==> config.mk <==
export PLATFORM = sky130hd
export DESIGN_NAME = burst_cycle_gen_flat
export DESIGN_NICKNAME = d
export VERILOG_FILES = /design/src/rtl/burst_cycle_gen_if.sv /design/src/rtl/burst_cycle_gen.sv /design/src/flat_wrapper.sv
export SDC_FILE = /design/constraint.sdc
export NUM_CORES = 1
export LEC_CHECK = 0
export ABC_AREA = 1
export CAP_MARGIN = 20
export CORE_MARGIN = 1.5
export CORE_UTILIZATION = 50
export CTS_BUF_LIST = sky130_fd_sc_hd__clkbuf_4 sky130_fd_sc_hd__clkbuf_8
export DETAILED_ROUTE_END_ITERATION = 10
export PLACE_DENSITY = 0.76
export SLEW_MARGIN = 20
export SYNTH_ARGS = -nofsm -noshare
export SYNTH_HDL_FRONTEND = slang
export SYNTH_SLANG_ARGS = --single-unit
==> constraint.sdc <==
create_clock -name Clock -period 2.66 [get_ports Clock]
set_input_delay 0.798 -clock Clock [delete_from_list [all_inputs] [get_ports Clock]]
set_output_delay 0.798 -clock Clock [all_outputs]
set_load 0.01 [all_outputs]
==> src/rtl/burst_cycle_gen_if.sv <==
// burst_cycle_gen_if: control and status bundle between a burst controller (master) and burst_cycle_gen (slave)
interface burst_cycle_gen_if #(parameter int CNT_W = 16);
  logic             Enable;
  logic             Trig;
  logic             Cycle_Done;
  logic [CNT_W-1:0] Burst_Count;
  logic [CNT_W-1:0] Burst_Delay;
  logic             Burst_Gate;
  logic             Busy;
  logic             Burst_Done;
  modport master (
    output Enable, Trig, Cycle_Done, Burst_Count, Burst_Delay,
    input  Burst_Gate, Busy, Burst_Done
  );
  modport slave (
    input  Enable, Trig, Cycle_Done, Burst_Count, Burst_Delay,
    output Burst_Gate, Busy, Burst_Done
  );
endinterface

==> src/rtl/burst_cycle_gen.sv <==
// burst_cycle_gen: trigger-started burst gate with start delay and waveform-period count.
// Define BURST_INFINITE_EN to make a latched Burst_Count of 0 an endless burst.
module burst_cycle_gen #(
  parameter int CNT_W = 16
) (
  input logic              Clock,
  input logic              Reset,
  burst_cycle_gen_if.slave bus
);
  typedef enum logic [1:0] {IDLE, DELAY, BURST} state_t;
  state_t           state, state_nx;
  logic             trig_d, armed, trig_edge, count_ok, infinite, latch, done_nx, dly_hit, per_hit;
  logic [CNT_W-1:0] cnt_l, dly_l, dly_cnt, dly_cnt_nx, per_cnt, per_cnt_nx, per_inc;
  // armed blocks a Trig already high out of reset from looking like an edge
  assign trig_edge = bus.Trig & ~trig_d & armed;
  assign per_inc   = per_cnt + CNT_W'(1);
  assign dly_hit   = dly_cnt == dly_l;
  assign per_hit   = per_inc == cnt_l;
`ifdef BURST_INFINITE_EN
  assign count_ok = 1'b1;
  assign infinite = cnt_l == '0;
`else
  assign count_ok = bus.Burst_Count != '0;
  assign infinite = 1'b0;
`endif
  always_comb begin
    state_nx   = state;
    dly_cnt_nx = dly_cnt;
    per_cnt_nx = per_cnt;
    done_nx    = 1'b0;
    latch      = 1'b0;
    if (!bus.Enable) begin
      state_nx   = IDLE;
      dly_cnt_nx = '0;
      per_cnt_nx = '0;
    end else begin
      case (state)
        IDLE: if (trig_edge && count_ok) begin
          latch      = 1'b1;
          state_nx   = bus.Burst_Delay == '0 ? BURST : DELAY;
          dly_cnt_nx = bus.Burst_Delay == '0 ? '0 : CNT_W'(1);
          per_cnt_nx = '0;
        end
        DELAY: begin
          state_nx   = dly_hit ? BURST : DELAY;
          dly_cnt_nx = dly_hit ? '0 : dly_cnt + CNT_W'(1);
        end
        BURST: if (bus.Cycle_Done && !infinite) begin
          state_nx   = per_hit ? IDLE : BURST;
          done_nx    = per_hit;
          per_cnt_nx = per_hit ? '0 : per_inc;
        end
        default: state_nx = IDLE;
      endcase
    end
  end
  always_ff @(posedge Clock or negedge Reset) begin
    if (!Reset) begin
      state          <= IDLE;
      trig_d         <= 1'b0;
      armed          <= 1'b0;
      cnt_l          <= '0;
      dly_l          <= '0;
      dly_cnt        <= '0;
      per_cnt        <= '0;
      bus.Burst_Gate <= 1'b0;
      bus.Busy       <= 1'b0;
      bus.Burst_Done <= 1'b0;
    end else begin
      state          <= state_nx;
      trig_d         <= bus.Trig;
      armed          <= armed | ~bus.Trig;
      dly_cnt        <= dly_cnt_nx;
      per_cnt        <= per_cnt_nx;
      cnt_l          <= latch ? bus.Burst_Count : cnt_l;
      dly_l          <= latch ? bus.Burst_Delay : dly_l;
      bus.Burst_Gate <= state_nx == BURST;
      bus.Busy       <= state_nx != IDLE;
      bus.Burst_Done <= done_nx;
    end
  end
endmodule

==> src/flat_wrapper.sv <==
// flat-port wrapper written by rule: the top's interface ports become plain ports
module burst_cycle_gen_flat 
#(
  parameter int CNT_W = 16
)
  (Clock, Reset, bus_Enable, bus_Trig, bus_Cycle_Done, bus_Burst_Count, bus_Burst_Delay, bus_Burst_Gate, bus_Busy, bus_Burst_Done);
  burst_cycle_gen_if #(.CNT_W(CNT_W)) bus_i ();
  input logic Clock;
  input logic Reset;
  input wire logic [$bits(bus_i.Enable)-1:0] bus_Enable;
  input wire logic [$bits(bus_i.Trig)-1:0] bus_Trig;
  input wire logic [$bits(bus_i.Cycle_Done)-1:0] bus_Cycle_Done;
  input wire logic [$bits(bus_i.Burst_Count)-1:0] bus_Burst_Count;
  input wire logic [$bits(bus_i.Burst_Delay)-1:0] bus_Burst_Delay;
  output wire logic [$bits(bus_i.Burst_Gate)-1:0] bus_Burst_Gate;
  output wire logic [$bits(bus_i.Busy)-1:0] bus_Busy;
  output wire logic [$bits(bus_i.Burst_Done)-1:0] bus_Burst_Done;
  assign bus_i.Enable = bus_Enable;
  assign bus_i.Trig = bus_Trig;
  assign bus_i.Cycle_Done = bus_Cycle_Done;
  assign bus_i.Burst_Count = bus_Burst_Count;
  assign bus_i.Burst_Delay = bus_Burst_Delay;
  assign bus_Burst_Gate = bus_i.Burst_Gate;
  assign bus_Busy = bus_i.Busy;
  assign bus_Burst_Done = bus_i.Burst_Done;
  burst_cycle_gen #(.CNT_W(CNT_W)) u_core (.Clock(Clock), .Reset(Reset), .bus(bus_i));
endmodule
==> qor.csv, run 1 <==
metric;value;unit
outcome;complete, no violations;
Initial Util;52.6;%
synth-to-layout area growth;20.2;%
Slew @ Worst Pin;0.379;ns
post-synthesis async set-or-reset flop share;100;%
Area contributors post-synth;dfrtp_1 (43%), nand2_1 (16%), inv_1 (6.3%), nand3_1 (5.7%), nor2_1 (4.5%);
Die X-Extent;93.8;µm
vias in the first global route;3773;
Leak;2.28;nW
worst hold slack;0.454;ns
Tcrit/Tclk final;87.4;%
WP data required;2.89;ns
clock latency on the worst-skew pair;0.35;ns
MaxCap Viol Count;0;
Fin. Hold Viols;0;
Slew Limit Headroom;74.7;%
routability cong.;0.868;
EDFF count, synth;0;
Main synth FF type;dfrtp_1;
# clock sinks;71;
Total GRT Usage;24.7;%
GRT overflow;0;
Setup Viol. Count Final;0;
RSZ-0062 raised after global routing;false;
I/O Buffers;39;
setup ws final;0.334;ns
DIE AREA;0.00880;mm²
Clock Pin Slew Worst Setup and Hold Paths;0.08;ns
cells after synthesis;557;
Post-Place Cells;699;
DPL Wire Length;7.24;mm
Final Max Tran Viols;0;
Tot Pwr;2.82;mW
root buf cell;clkbuf_8;
NumNets Final;647;
1st-iter DRT viols;160;
#FFs+latches synth;71;
cell area after layout;0.00496;mm²
htree depth;3;
layout filler cell count;722;
cts repair resizes;0;
first-pass GRT wire length;16.9;mm
Syn. warnings;0;
post-route ant nets;0;
Netlist cell types;36;
Seq/Total Area, Yosys;43.1;%
Pre-Repair DR Iteration Count;7;
# diodes;0;
r2r setup slk;0.35;ns
Net Count, Synth;596;
initial antenna violation count;0;
critical path arrival;2.55;ns
CP Class;in2reg;
Peak VDD IR;309;µV
layout cells sized above 1;8.97;%
Setup crit end kind;flop;
total CTS buffers;9;
post-CTS setup buffer count;0;
routed vias/inst;5.30;
I/O pin cnt;40;
fin cells;715;
drt drc;0;
routed vias;3786;
pwr/cell area;568;mW/mm²
pre-CTS WS;-0.00848;ns
largest net degree at the start of global routing;72;
CTS tree;built;
share of the synthesized area in the top cell type;43.1;%
worst hold path class;reg2reg;
Setup crit start kind;primary input;
Setup TNS Final;0;ns
placed cell area;0.00470;mm²
WL per Instance;13.8;µm
Avg Cell Area, Syn;7.41;µm²
CORE AREA;0.00785;mm²
leading area contributor after synthesis;dfrtp_1;
worst clock skew;0.00835;ns
Max Fclk;0.430;GHz
crit path time final;2.33;ns
cell area after synthesis;0.00413;mm²
# rows;32;
total wire length;9.83;mm
CTS max path bufs;2;
die height;93.8;µm
crit path max fanout;19;
Hold Buf Count CTS;0;
final core occ;63.2;%
==> cell usage after synthesis (2+ instances only) <==
| master | instances |
|---|---|
| ha_1 | 2 |
| inv_1 | 69 |
| o21ai_0 | 25 |
| nand4_1 | 17 |
| clkbuf_1 | 7 |
| nand2_1 | 181 |
| a21oi_2 | 2 |
| a21oi_1 | 4 |
| xor2_1 | 10 |
| nor2_2 | 6 |
| nor2_4 | 2 |
| nand3_1 | 47 |
| nor3_1 | 10 |
| nor2_1 | 50 |
| buf_2 | 3 |
| a2bb2oi_1 | 2 |
| a22oi_1 | 4 |
| xnor2_1 | 8 |
| o22ai_1 | 7 |
| dfrtp_1 | 71 |
| o22ai_2 | 10 |
| nor4_1 | 4 |
| nand2_2 | 3 |
==> cells by family after synthesis <==
| kind of cell | Yosys count | share of synthesized area, % |
|---|---|---|
| buffers and inverters | 82 | 7.83 |
| xor gates and xnor gates | 19 | 4.37 |
| and+or+nand+nor | 323 | 33.8 |
| muxes | 1 | 0.243 |
| adders and majority gates | 2 | 0.607 |
| DFF | 71 | 43.1 |
| AOI/OAI and AO/OA | 59 | 10.1 |
==> area by class of cell <==
| class | count | area, µm² | area share, % |
|---|---|---|---|
| Clock buffer | 11 | 151 | 3.05 |
| Clock inverter | 5 | 104 | 2.09 |
| Inverter | 70 | 263 | 5.30 |
| Multi-Input combinational cell | 404 | 2030 | 40.9 |
| Sequential cell | 71 | 1780 | 35.8 |
| Tap cell | 102 | 128 | 2.57 |
| Timing Repair Buffer | 52 | 508 | 10.2 |
==> critical path: stages <==
cell and delay [ns]:
clkdlybuf4s50_1 0.50, nor3b_1 0.32, nand3_1 0.18, nor2_2 0.27, clkinv_1 0.17, buf_12 0.18, nand2_1 0.06, o21ai_0 0.07
==> cells in the final DEF, fill, tap and decap left out, types with 2 or more instances in the layout <==
cell             netlist  layout
a21oi_2                2       2
clkbuf_8               0      11
nor2_4                 2       2
nand2_1              181     181
clkdlybuf4s50_1        0      38
ha_1                   2       2
buf_4                  0      11
a22oi_1                4       4
o21ai_0               25      25
nor4_1                 4       4
nor3_1                10      10
nand3_1               47      47
o22ai_2               10      10
dfrtp_1               71      71
xnor2_1                8       8
bufinv_16              0       3
a21oi_1                4       4
xor2_1                10      10
buf_12                 0       2
nand2_2                3       3
nor2_2                 6       7
nor2_1                50      49
o22ai_1                7       7
inv_1                 69      69
nand4_1               17      17
a2bb2oi_1              2       2
==> flip-flops by register name, summed over array words and instances (netlist names) <==
name / flops
u_core.armed: 1
u_core.bus.Burst_Done: 1
u_core.bus.Burst_Gate: 1
u_core.bus.Busy: 1
u_core.cnt_l: 16
u_core.dly_cnt: 16
u_core.dly_l: 16
u_core.per_cnt: 16
u_core.state: 2
u_core.trig_d: 1
==> final timing paths <==
| check | startpoint | end | cells past startpoint |
|---|---|---|---|
| setup / recovery | bus_Trig | u_core.cnt_l[0] | 8 |
| hold / removal | u_core.armed | u_core.armed | 2 |
| setup reg to reg | u_core.per_cnt[1] | u_core.per_cnt[1] | 12 |
| hold reg to reg | u_core.armed | u_core.armed | 2 |
| max in group asynchronous | Reset | u_core.dly_l[14] | 2 |
| min in group asynchronous | Reset | u_core.per_cnt[7] | 2 |
==> power by group <==
group / total [mW] / leakage [nW] / switching, mW / internal (mW)
clock: 1.10 / 0.130 / 0.428 / 0.675
combinational: 0.453 / 1.22 / 0.255 / 0.199
sequential: 1.26 / 0.932 / 0.0733 / 1.19
total: 2.82 / 2.28 / 0.756 / 2.06
==> routing by layer <==
layer	up-vias	global-route usage, %	wire length [µm]
met5	-	0	0
met4	0	8.08	196
met3	21	5.74	441
met2	94	44.8	5160
met1	1761	28.4	4040
li1	1910	-	-
Note: power is estimated with default switching activity, not from simulation.
==> run 2, diff against run 1 <==
- PLACE_DENSITY: 0.76 -> 0.69
==> run 2 against run 1 <==
Clock power down 8%. Count of clock-buffer cells in the layout unchanged. Power down 3.2%. Worst hold slack worse by 0.012 ns. Largest cell class unchanged. Largest power group unchanged.
==> qor.csv, run 2 (synthesized netlist as in run 1, its figures left out) <==
metric;value;unit;change
post-route ant nets;0;;unchanged
cell area after layout;0.00493;mm²;-0.48%
I/O Buffers;39;;unchanged
Fin. Hold Viols;0;;unchanged
initial antenna violation count;0;;unchanged
drt drc;0;;unchanged
Leak;2.26;nW;-0.94%
die height;93.8;µm;unchanged
Setup TNS Final;0;ns;unchanged
# diodes;0;;unchanged
pwr/cell area;553;mW/mm²;-2.7%
Tcrit/Tclk final;90.9;%;+3.5 points
Initial Util;52.6;%;unchanged
cell repeated most along the worst path;nand2_1;;
WL per Instance;13.6;µm;-0.98%
Slew Limit Headroom;59.6;%;-15 points
CTS tree;built;;
first-pass GRT wire length;16.5;mm;-2.0%
CP Capture Point;u_core.per_cnt[0];;
Die X-Extent;93.8;µm;unchanged
CORE AREA;0.00785;mm²;unchanged
# clock sinks;71;;unchanged
fin cells;716;;+0.14%
outcome;complete, no violations;;
routed vias;3810;;+0.63%
Slew @ Worst Pin;0.606;ns;+0.227 ns
post-CTS setup buffer count;0;;unchanged
crit path max fanout;16;;-3
root buf cell;clkbuf_8;;
NumNets Final;648;;+0.15%
setup ws final;0.241;ns;-0.0932 ns
layout cells sized above 1;9.12;%;+0.15 points
slowest stage delay, CP;0.50;ns;about the same
r2r setup slk;0.24;ns;-0.11 ns
GRT overflow;0;;unchanged
r2r endpoint;u_core.per_cnt[0];;
cts repair resizes;0;;unchanged
MaxCap Viol Count;0;;unchanged
clock latency on the worst-skew pair;0.36;ns;about the same
routability cong.;0.834;;-4.0%
Setup crit start kind;flop;;
CTS max path bufs;2;;unchanged
Setup crit end kind;flop;;
reg2reg path depth;12;;unchanged
critical path arrival;2.64;ns;+0.09 ns
Worst R2R Start;u_core.per_cnt[0];;
most common cell after layout, fill and taps aside;nand2_1;;
crit path cell chain;ha_1 -> nand3_1 -> nor2_1 -> nand4_1 -> nand2_1 -> nand2_1 -> nand2_1 -> nand3_1 -> nor2_2 -> nand2_2 -> nand3_4 -> mux2i_1;;
CP max stage cell;dfrtp_1;;
placed cell area;0.00470;mm²;-0.11%
worst hold path class;in2async;;
htree depth;3;;unchanged
I/O pin cnt;40;;unchanged
total CTS buffers;9;;unchanged
worst hold slack;0.442;ns;-0.0120 ns
vias in the first global route;3697;;-2.0%
Hold Buf Count CTS;0;;unchanged
WP data required;2.88;ns;about the same
commonest non-fill, non-tap cells in the layout;nand2_1 (181), dfrtp_1 (71), inv_1 (69), nor2_1 (49), nand3_1 (47);;
CP Class;reg2reg;;
Peak VDD IR;323;µV;+4.4%
DPL Wire Length;7.47;mm;+3.1%
Tot Pwr;2.73;mW;-3.2%
largest net degree at the start of global routing;31;;-57%
synth-to-layout area growth;19.6;%;
pre-CTS WS;0.0412;ns;+0.0497 ns
RSZ-0062 raised after global routing;false;;
Pre-Repair DR Iteration Count;5;;-2
DIE AREA;0.00880;mm²;unchanged
Max Fclk;0.413;GHz;-3.9%
Setup crit start;u_core.per_cnt[0];;
# rows;32;;unchanged
1st-iter DRT viols;155;;-3.1%
routed vias/inst;5.32;;+0.49%
Final Max Tran Viols;0;;unchanged
Setup Viol. Count Final;0;;unchanged
Post-Place Cells;700;;+0.14%
layout filler cell count;726;;+0.55%
crit path time final;2.42;ns;+0.0932 ns
Clock Pin Slew Worst Setup and Hold Paths;0.09;ns;about the same
final core occ;62.9;%;-0.30 points
total wire length;9.75;mm;-0.84%
Total GRT Usage;24.1;%;-0.51 points
worst clock skew;0.0146;ns;+0.00629 ns
==> run 2: metal layers <==
metal  vias to the layer above  GRT usage (%)  routed length [µm]
met5                         -              0                   0
met4                         0           8.58                 170
met3                        13           2.99                 326
met2                        77           44.0                5010
met1                      1809           29.1                4240
li1                       1911              -                   -
==> run 2: power breakdown <==
part / total, mW / internal [mW] / switching, mW
combinational: 0.454 / 0.201 / 0.253
sequential: 1.26 / 1.19 / 0.0773
clock: 1.01 / 0.578 / 0.432
total: 2.73 / 1.96 / 0.762
==> run 2: worst max-delay path: cells and delay by family (launching register included) <==
kind / cells / cell delay [ns]
and+or+nand+nor: 10 / 1.39
DFF: 1 / 0.50
adders and majority gates: 1 / 0.25
muxes: 1 / 0.13
==> run 2: final cells by class <==
type / count / area [µm²] / share of cell area [%]
flip-flops and latches: 71 / 1780 / 36.0
clock inverters: 5 / 80.1 / 1.62
clock buffers: 11 / 151 / 3.07
well taps: 102 / 128 / 2.59
inverters: 70 / 263 / 5.32
multi-input cells: 404 / 2030 / 41.2
repair buffers: 53 / 503 / 10.2
==> run 2: worst min-delay path by stage <==
stage	start	to	slack (ns)	cells after the start
after floorplan	u_core.armed	u_core.armed	0.41	2
after global placement	u_core.armed	u_core.armed	0.43	2
after detailed placement	u_core.armed	u_core.armed	0.44	2
after CTS	u_core.armed	u_core.armed	0.46	2
after global routing	u_core.armed	u_core.armed	0.48	2
final	Reset	u_core.cnt_l[13]	0.44	1
